--- src/rtl/keypad_scan_if.sv ---
// Keypad-side signal bundle: row sense lines in, column drive and decoded key outputs.
interface keypad_scan_if #(
  parameter int unsigned NROWS = 4,
  parameter int unsigned NCOLS = 4
);
  localparam int unsigned KW = $clog2(NROWS * NCOLS);

  logic [NROWS-1:0] rows;
  logic [NCOLS-1:0] cols;
  logic             key_valid;
  logic [KW-1:0]    key_code;
  logic [KW-1:0]    hist_new;
  logic [KW-1:0]    hist_old;
  logic             key_held;

  // Scan controller side
  modport master (
    input  rows,
    output cols, key_valid, key_code, hist_new, hist_old, key_held
  );

  // Keypad / consumer side
  modport slave (
    output rows,
    input  cols, key_valid, key_code, hist_new, hist_old, key_held
  );
endinterface

--- src/rtl/keypad_scan_ctrl.sv ---
// Matrix keypad scanner: rotates a single low column, debounces single-key
// presses and releases over whole dwell periods, and keeps a two-deep key history.
module keypad_scan_ctrl #(
  parameter int unsigned NROWS      = 4,
  parameter int unsigned NCOLS      = 4,
  parameter int unsigned SCAN_DIV   = 4096,
  parameter int unsigned DEBOUNCE_N = 8
) (
  input  logic          int_osc,
  input  logic          reset,
  keypad_scan_if.master kp
);

  localparam int unsigned KW  = $clog2(NROWS * NCOLS);
  localparam int unsigned CIW = $clog2(NCOLS);
  localparam int unsigned RIW = $clog2(NROWS);
  localparam int unsigned DW  = $clog2(SCAN_DIV);
  localparam int unsigned CNW = $clog2(DEBOUNCE_N + 1);
  localparam int unsigned NLW = $clog2(NROWS + 1);

  localparam logic [1:0] ST_SCAN       = 2'd0;
  localparam logic [1:0] ST_DEBOUNCE   = 2'd1;
  localparam logic [1:0] ST_HELD       = 2'd2;
  localparam logic [1:0] ST_RELEASE_DB = 2'd3;

  logic [1:0]       state_q,     state_d;
  logic [NROWS-1:0] rows_meta_q, rows_meta_d;
  logic [NROWS-1:0] rows_s_q,    rows_s_d;
  logic [DW-1:0]    div_q,       div_d;
  logic [CIW-1:0]   col_idx_q,   col_idx_d;
  logic [NCOLS-1:0] cols_q,      cols_d;
  logic [CNW-1:0]   cnt_q,       cnt_d;
  logic [NROWS-1:0] pat_q,       pat_d;
  logic             key_valid_q, key_valid_d;
  logic [KW-1:0]    key_code_q,  key_code_d;
  logic [KW-1:0]    hist_new_q,  hist_new_d;
  logic [KW-1:0]    hist_old_q,  hist_old_d;
  logic             key_held_q,  key_held_d;

  logic             period_end;
  logic [NLW-1:0]   n_low;
  logic [RIW-1:0]   row_idx;
  logic             one_low;
  logic             all_high;
  logic [CIW-1:0]   col_next;
  logic [CNW-1:0]   cnt_inc;
  logic [KW-1:0]    code;

  // Next-state, dwell timing, key decode and output computation
  always_comb begin
    state_d     = state_q;
    rows_meta_d = kp.rows;
    rows_s_d    = rows_meta_q;
    col_idx_d   = col_idx_q;
    cnt_d       = cnt_q;
    pat_d       = pat_q;
    key_valid_d = 1'b0;
    key_code_d  = key_code_q;
    hist_new_d  = hist_new_q;
    hist_old_d  = hist_old_q;

    period_end = (div_q == DW'(SCAN_DIV - 1));
    div_d      = period_end ? '0 : div_q + DW'(1);

    n_low   = '0;
    row_idx = '0;
    for (int unsigned i = 0; i < NROWS; i++) begin
      if (!rows_s_q[i]) begin
        n_low   = n_low + NLW'(1);
        row_idx = RIW'(i);
      end
    end
    one_low  = (n_low == NLW'(1));
    all_high = &rows_s_q;

    col_next = (col_idx_q == CIW'(NCOLS - 1)) ? '0 : col_idx_q + CIW'(1);
    cnt_inc  = cnt_q + CNW'(1);
    code     = KW'(32'(row_idx) * NCOLS + 32'(col_idx_q));

    if (period_end) begin
      case (state_q)
        ST_SCAN: begin
          if (one_low) begin
            pat_d = rows_s_q;
            if (DEBOUNCE_N == 1) begin
              state_d     = ST_HELD;
              key_valid_d = 1'b1;
              key_code_d  = code;
              hist_old_d  = hist_new_q;
              hist_new_d  = code;
              cnt_d       = '0;
            end else begin
              state_d = ST_DEBOUNCE;
              cnt_d   = CNW'(1);
            end
          end else begin
            col_idx_d = col_next;
          end
        end
        ST_DEBOUNCE: begin
          if (rows_s_q == pat_q) begin
            if (cnt_inc >= CNW'(DEBOUNCE_N)) begin
              state_d     = ST_HELD;
              key_valid_d = 1'b1;
              key_code_d  = code;
              hist_old_d  = hist_new_q;
              hist_new_d  = code;
              cnt_d       = '0;
            end else begin
              cnt_d = cnt_inc;
            end
          end else begin
            state_d   = ST_SCAN;
            col_idx_d = col_next;
            cnt_d     = '0;
          end
        end
        ST_HELD: begin
          if (all_high) begin
            if (DEBOUNCE_N == 1) begin
              state_d   = ST_SCAN;
              col_idx_d = col_next;
              cnt_d     = '0;
            end else begin
              state_d = ST_RELEASE_DB;
              cnt_d   = CNW'(1);
            end
          end
        end
        ST_RELEASE_DB: begin
          if (all_high) begin
            if (cnt_inc >= CNW'(DEBOUNCE_N)) begin
              state_d   = ST_SCAN;
              col_idx_d = col_next;
              cnt_d     = '0;
            end else begin
              cnt_d = cnt_inc;
            end
          end else begin
            state_d = ST_HELD;
            cnt_d   = '0;
          end
        end
        default: begin
          state_d   = ST_SCAN;
          col_idx_d = '0;
          cnt_d     = '0;
        end
      endcase
    end

    cols_d     = ~(NCOLS'(1) << col_idx_d);
    key_held_d = (state_d == ST_HELD) || (state_d == ST_RELEASE_DB);
  end

  // State and output registers, cleared asynchronously by reset
  always_ff @(posedge int_osc or negedge reset) begin
    if (!reset) begin
      state_q     <= ST_SCAN;
      rows_meta_q <= '1;
      rows_s_q    <= '1;
      div_q       <= '0;
      col_idx_q   <= '0;
      cols_q      <= ~NCOLS'(1);
      cnt_q       <= '0;
      pat_q       <= '1;
      key_valid_q <= 1'b0;
      key_code_q  <= '0;
      hist_new_q  <= '0;
      hist_old_q  <= '0;
      key_held_q  <= 1'b0;
    end else begin
      state_q     <= state_d;
      rows_meta_q <= rows_meta_d;
      rows_s_q    <= rows_s_d;
      div_q       <= div_d;
      col_idx_q   <= col_idx_d;
      cols_q      <= cols_d;
      cnt_q       <= cnt_d;
      pat_q       <= pat_d;
      key_valid_q <= key_valid_d;
      key_code_q  <= key_code_d;
      hist_new_q  <= hist_new_d;
      hist_old_q  <= hist_old_d;
      key_held_q  <= key_held_d;
    end
  end

  assign kp.cols      = cols_q;
  assign kp.key_valid = key_valid_q;
  assign kp.key_code  = key_code_q;
  assign kp.hist_new  = hist_new_q;
  assign kp.hist_old  = hist_old_q;
  assign kp.key_held  = key_held_q;

endmodule
--- src/flat_wrapper.sv ---
// flat-port wrapper written by rule: the top's interface ports become plain ports
module keypad_scan_ctrl_flat 
#(
  parameter int unsigned NROWS      = 4,
  parameter int unsigned NCOLS      = 4,
  parameter int unsigned SCAN_DIV   = 4096,
  parameter int unsigned DEBOUNCE_N = 8
)
  (int_osc, reset, kp_rows, kp_cols, kp_key_valid, kp_key_code, kp_hist_new, kp_hist_old, kp_key_held);
  keypad_scan_if #(.NROWS(NROWS), .NCOLS(NCOLS)) kp_i ();
  input  logic int_osc;
  input  logic reset;
  input wire logic [$bits(kp_i.rows)-1:0] kp_rows;
  output wire logic [$bits(kp_i.cols)-1:0] kp_cols;
  output wire logic [$bits(kp_i.key_valid)-1:0] kp_key_valid;
  output wire logic [$bits(kp_i.key_code)-1:0] kp_key_code;
  output wire logic [$bits(kp_i.hist_new)-1:0] kp_hist_new;
  output wire logic [$bits(kp_i.hist_old)-1:0] kp_hist_old;
  output wire logic [$bits(kp_i.key_held)-1:0] kp_key_held;
  assign kp_i.rows = kp_rows;
  assign kp_cols = kp_i.cols;
  assign kp_key_valid = kp_i.key_valid;
  assign kp_key_code = kp_i.key_code;
  assign kp_hist_new = kp_i.hist_new;
  assign kp_hist_old = kp_i.hist_old;
  assign kp_key_held = kp_i.key_held;
  keypad_scan_ctrl #(.NROWS(NROWS), .NCOLS(NCOLS), .SCAN_DIV(SCAN_DIV), .DEBOUNCE_N(DEBOUNCE_N)) u_core (.int_osc(int_osc), .reset(reset), .kp(kp_i));
endmodule
--- config.mk ---
export PLATFORM = sky130hd
export DESIGN_NAME = keypad_scan_ctrl_flat
export DESIGN_NICKNAME = d
export VERILOG_FILES = /design/src/rtl/keypad_scan_if.sv /design/src/rtl/keypad_scan_ctrl.sv /design/src/flat_wrapper.sv
export SDC_FILE = /design/constraint.sdc
export NUM_CORES = 1
export LEC_CHECK = 0
export CORE_AREA = 2 2 77 94
export CTS_BUF_LIST = sky130_fd_sc_hd__clkbuf_8
export CTS_CLUSTER_DIAMETER = 150
export DETAILED_ROUTE_END_ITERATION = 12
export DIE_AREA = 0 0 79 96
export HOLD_SLACK_MARGIN = 0.08
export PLACE_DENSITY = 0.48
export SLEW_MARGIN = 10
export SYNTH_ARGS = -nofsm -noshare
export SYNTH_HDL_FRONTEND = slang
export SYNTH_SLANG_ARGS = --single-unit
--- constraint.sdc ---
create_clock -name int_osc -period 6.1 [get_ports int_osc]
set_input_delay 1.83 -clock int_osc [delete_from_list [all_inputs] [get_ports int_osc]]
set_output_delay 1.83 -clock int_osc [all_outputs]
set_load 0.02 [all_outputs]
==> reports/results.ini <==
[status]
outcome = finished clean

[logic_synthesis]
synth.largest_area_cell = dfrtp_1
ys_seq_area_share_pct = 54.6
netlist_instances = 188
yosys_warnings = 0
netlist_area_um2 = 2140
synth_top_area_share_pct = 36.2
synth_edf_count = 0
syn_nets = 200
synth-main-ff-cell = dfrtp_1
ys_types = 40
synth_area_leaders = dfrtp_1 36%, dfstp_2 18%, xnor2_1 4.5%
ys_ff_latch = 46
postSynth.asyncResetShare_pct = 100
avgSynthCellArea_um2 = 11.4

[clock_network]
post_cts_resized = 0
numCtsBuffers = 5
postCtsHoldBufs = 0
clockBufferDepth = 2
cts_max_level = 2
clock_sinks = 46
postCtsSetupRepairBufs = 0
clockRootBuffer = clkbuf_8
cts_tree = yes
path_clk_slew_ns = 0.08
clock_latency_ns = 0.29

[sta]
setup_viol = 0
report.final.slew_viol_count = 0
worst_pin_slew_ns = 1.01
setup_tns_ns = 0
max_freq_mhz = 309
fin_crit_sh_pct = 53.0
period_minus_slack_ns = 3.24
hold_viol = 0
rsz0062_at_grt = no
slew_headroom_pct = 32.3
fin_skew_ns = 0.00479

[finish]
final_nets = 222
drive_gt1_share_pct = 17.1
area_delta_synth_final_pct = 17.3
utilization_pct = 37.6
nFillCells = 679
diodes = 0

[global_routing]
antenna_found_initial = 0
grt_max_degree = 47
grt_pass1_vias = 1358
grt-ovfl-total = 0
grt_usage_pct = 10.9
grt_pass1_wl_um = 6400

[setup_path]
path_buf_inv = 1
crit_chain = clkdlybuf4s50_1
slowest_stage = clkdlybuf4s50_1
crit_path_start_kind = flop
worstPathRequired_ns = 4.27
critical-path-max-stage-delay_ns = 0.59
crit_arrival_ns = 1.41
path_class = reg2out
cp_max_fo = 1
endpoint_kind = output port
crit_family = buffers and inverters

[flow_run]
drv_cap = 0

[placed_design]
hpwl_um = 2430
io_buffers = 23
place_congestion = 0.761

[detailed_routing]
wl_per_cell_um = 12.0
vias = 1382
drtAntennaViolNets = 0
drt-vias-per-instance = 4.64
route.detailed.drc = 0
wirelength_um = 3580
drtIter0Drc = 53
firstDrtPassIters = 4

[power_and_ir_drop]
power.density_nw_per_um2 = 211
peakVddDrop_mv = 0.111
power_leakage_nw = 1.08

[hold_path]
min_path_type = reg2reg

[floorplan]
die_x_um = 79
pin_count = 24
initial_core_util_pct = 32.1
die_area_um2 = 7580
die_h_um = 96
rows = 33
fp.coreArea_um2 = 6690

final cells by class:
cell class                      count  area [um^2]  share of cell area (%)
Tap cell                           87          109                    4.33
Timing Repair Buffer               23          225                    8.96
Inverter                            8         30.0                    1.19
Clock inverter                      2         8.76                   0.348
Multi-Input combinational cell    126          890                    35.4
Clock buffer                        6         82.6                    3.28
Sequential cell                    46         1170                    46.5
report_power, final:
group          switching, mW  internal [mW]  leakage [nW]
clock                 0.0991         0.0899        0.0524
combinational         0.0170         0.0122         0.453
sequential           0.00270          0.310         0.576
stage by stage:
| step | total power, mW | cell area, um^2 | setup WS, ns | hold WS [ns] | cells |
|---|---|---|---|---|---|
| floorplan | 0.336 | 2140 | 3.39 | 0.345 | 188 |
| global placement | 0.348 | 2420 | 3.19 | 0.346 | 290 |
| detailed placement | 0.348 | 2420 | 3.18 | 0.347 | 290 |
| CTS | 0.545 | 2510 | 2.84 | 0.360 | 298 |
| global route | 0.562 | 2510 | 2.82 | 0.363 | 298 |
| finish | 0.531 | 2510 | 2.86 | 0.357 | 298 |
state kept, by name, summed over array words and instances, names as in the netlist, 2 cells and up:
signal              count
u_core.col_idx_q        2
u_core.rows_meta_q      4
u_core.kp.hist_old      4
u_core.kp.key_code      4
u_core.rows_s_q         4
u_core.div_q           12
u_core.pat_q            4
u_core.state_q          2
u_core.cnt_q            4
u_core.kp.cols          4
final timing paths:
check | from | to | slack (ns) | cells past startpoint
max | u_core.kp.cols[3] | kp_cols[3] | 2.86 | 1
min | u_core.rows_meta_q[2] | u_core.rows_s_q[2] | 0.36 | 0
max reg2reg | u_core.rows_s_q[1] | u_core.kp.cols[1] | 3.20 | 11
min reg2reg | u_core.rows_meta_q[2] | u_core.rows_s_q[2] | 0.36 | 0
max in group asynchronous | reset | u_core.div_q[0] | 3.78 | 1
min in group asynchronous | reset | u_core.col_idx_q[0] | 1.71 | 1
synthesized netlist by cell type (all sizes together) (2+ instances only):
cell type / number
a21o: 3
a21oi: 8
and2: 4
and3: 4
and4: 4
buf: 7
dfrtp: 31
dfstp: 15
ha: 6
inv: 8
mux2: 10
nand2: 17
nand3: 12
nand4: 2
nor2: 7
nor2b: 4
nor3: 3
o21ai: 12
o31ai: 4
xnor2: 11
xor2: 4
layer usage:
metal	global-route usage [%]	wire length [um]
met5	0	0
met4	4.74	70
met3	3.10	144
met2	17.9	1650
met1	13.4	1710
cell usage in the layout, fill, tap and decap left out, types with 3 or more instances in the layout:
cell / instances
inv_1: 9
clkbuf_8: 6
nand3_1: 12
and2_1: 4
xnor2_1: 11
nand2_1: 17
nor3_1: 3
a21o_1: 3
mux2_2: 7
a21oi_1: 7
nor2b_1: 4
clkdlybuf4s50_1: 22
and4_1: 4
mux2_1: 3
dfrtp_1: 31
xor2_1: 3
o21ai_0: 11
nor2_1: 7
ha_1: 6
dfstp_2: 15
and3_1: 4
kinds of logic after synthesis:
logic type               after synthesis  synth area share [%]
flip-flops                            46                  54.6
AO/OA/AOI/OAI                         34                  11.3
multiplexers                          10                  5.25
AND/OR/NAND/NOR                       61                  14.9
adder cells (fa/ha/maj)                6                  3.50
XOR/XNOR                              15                  6.48
buffers and inverters                 16                  3.97
Note: power is estimated with default switching activity, not from simulation.
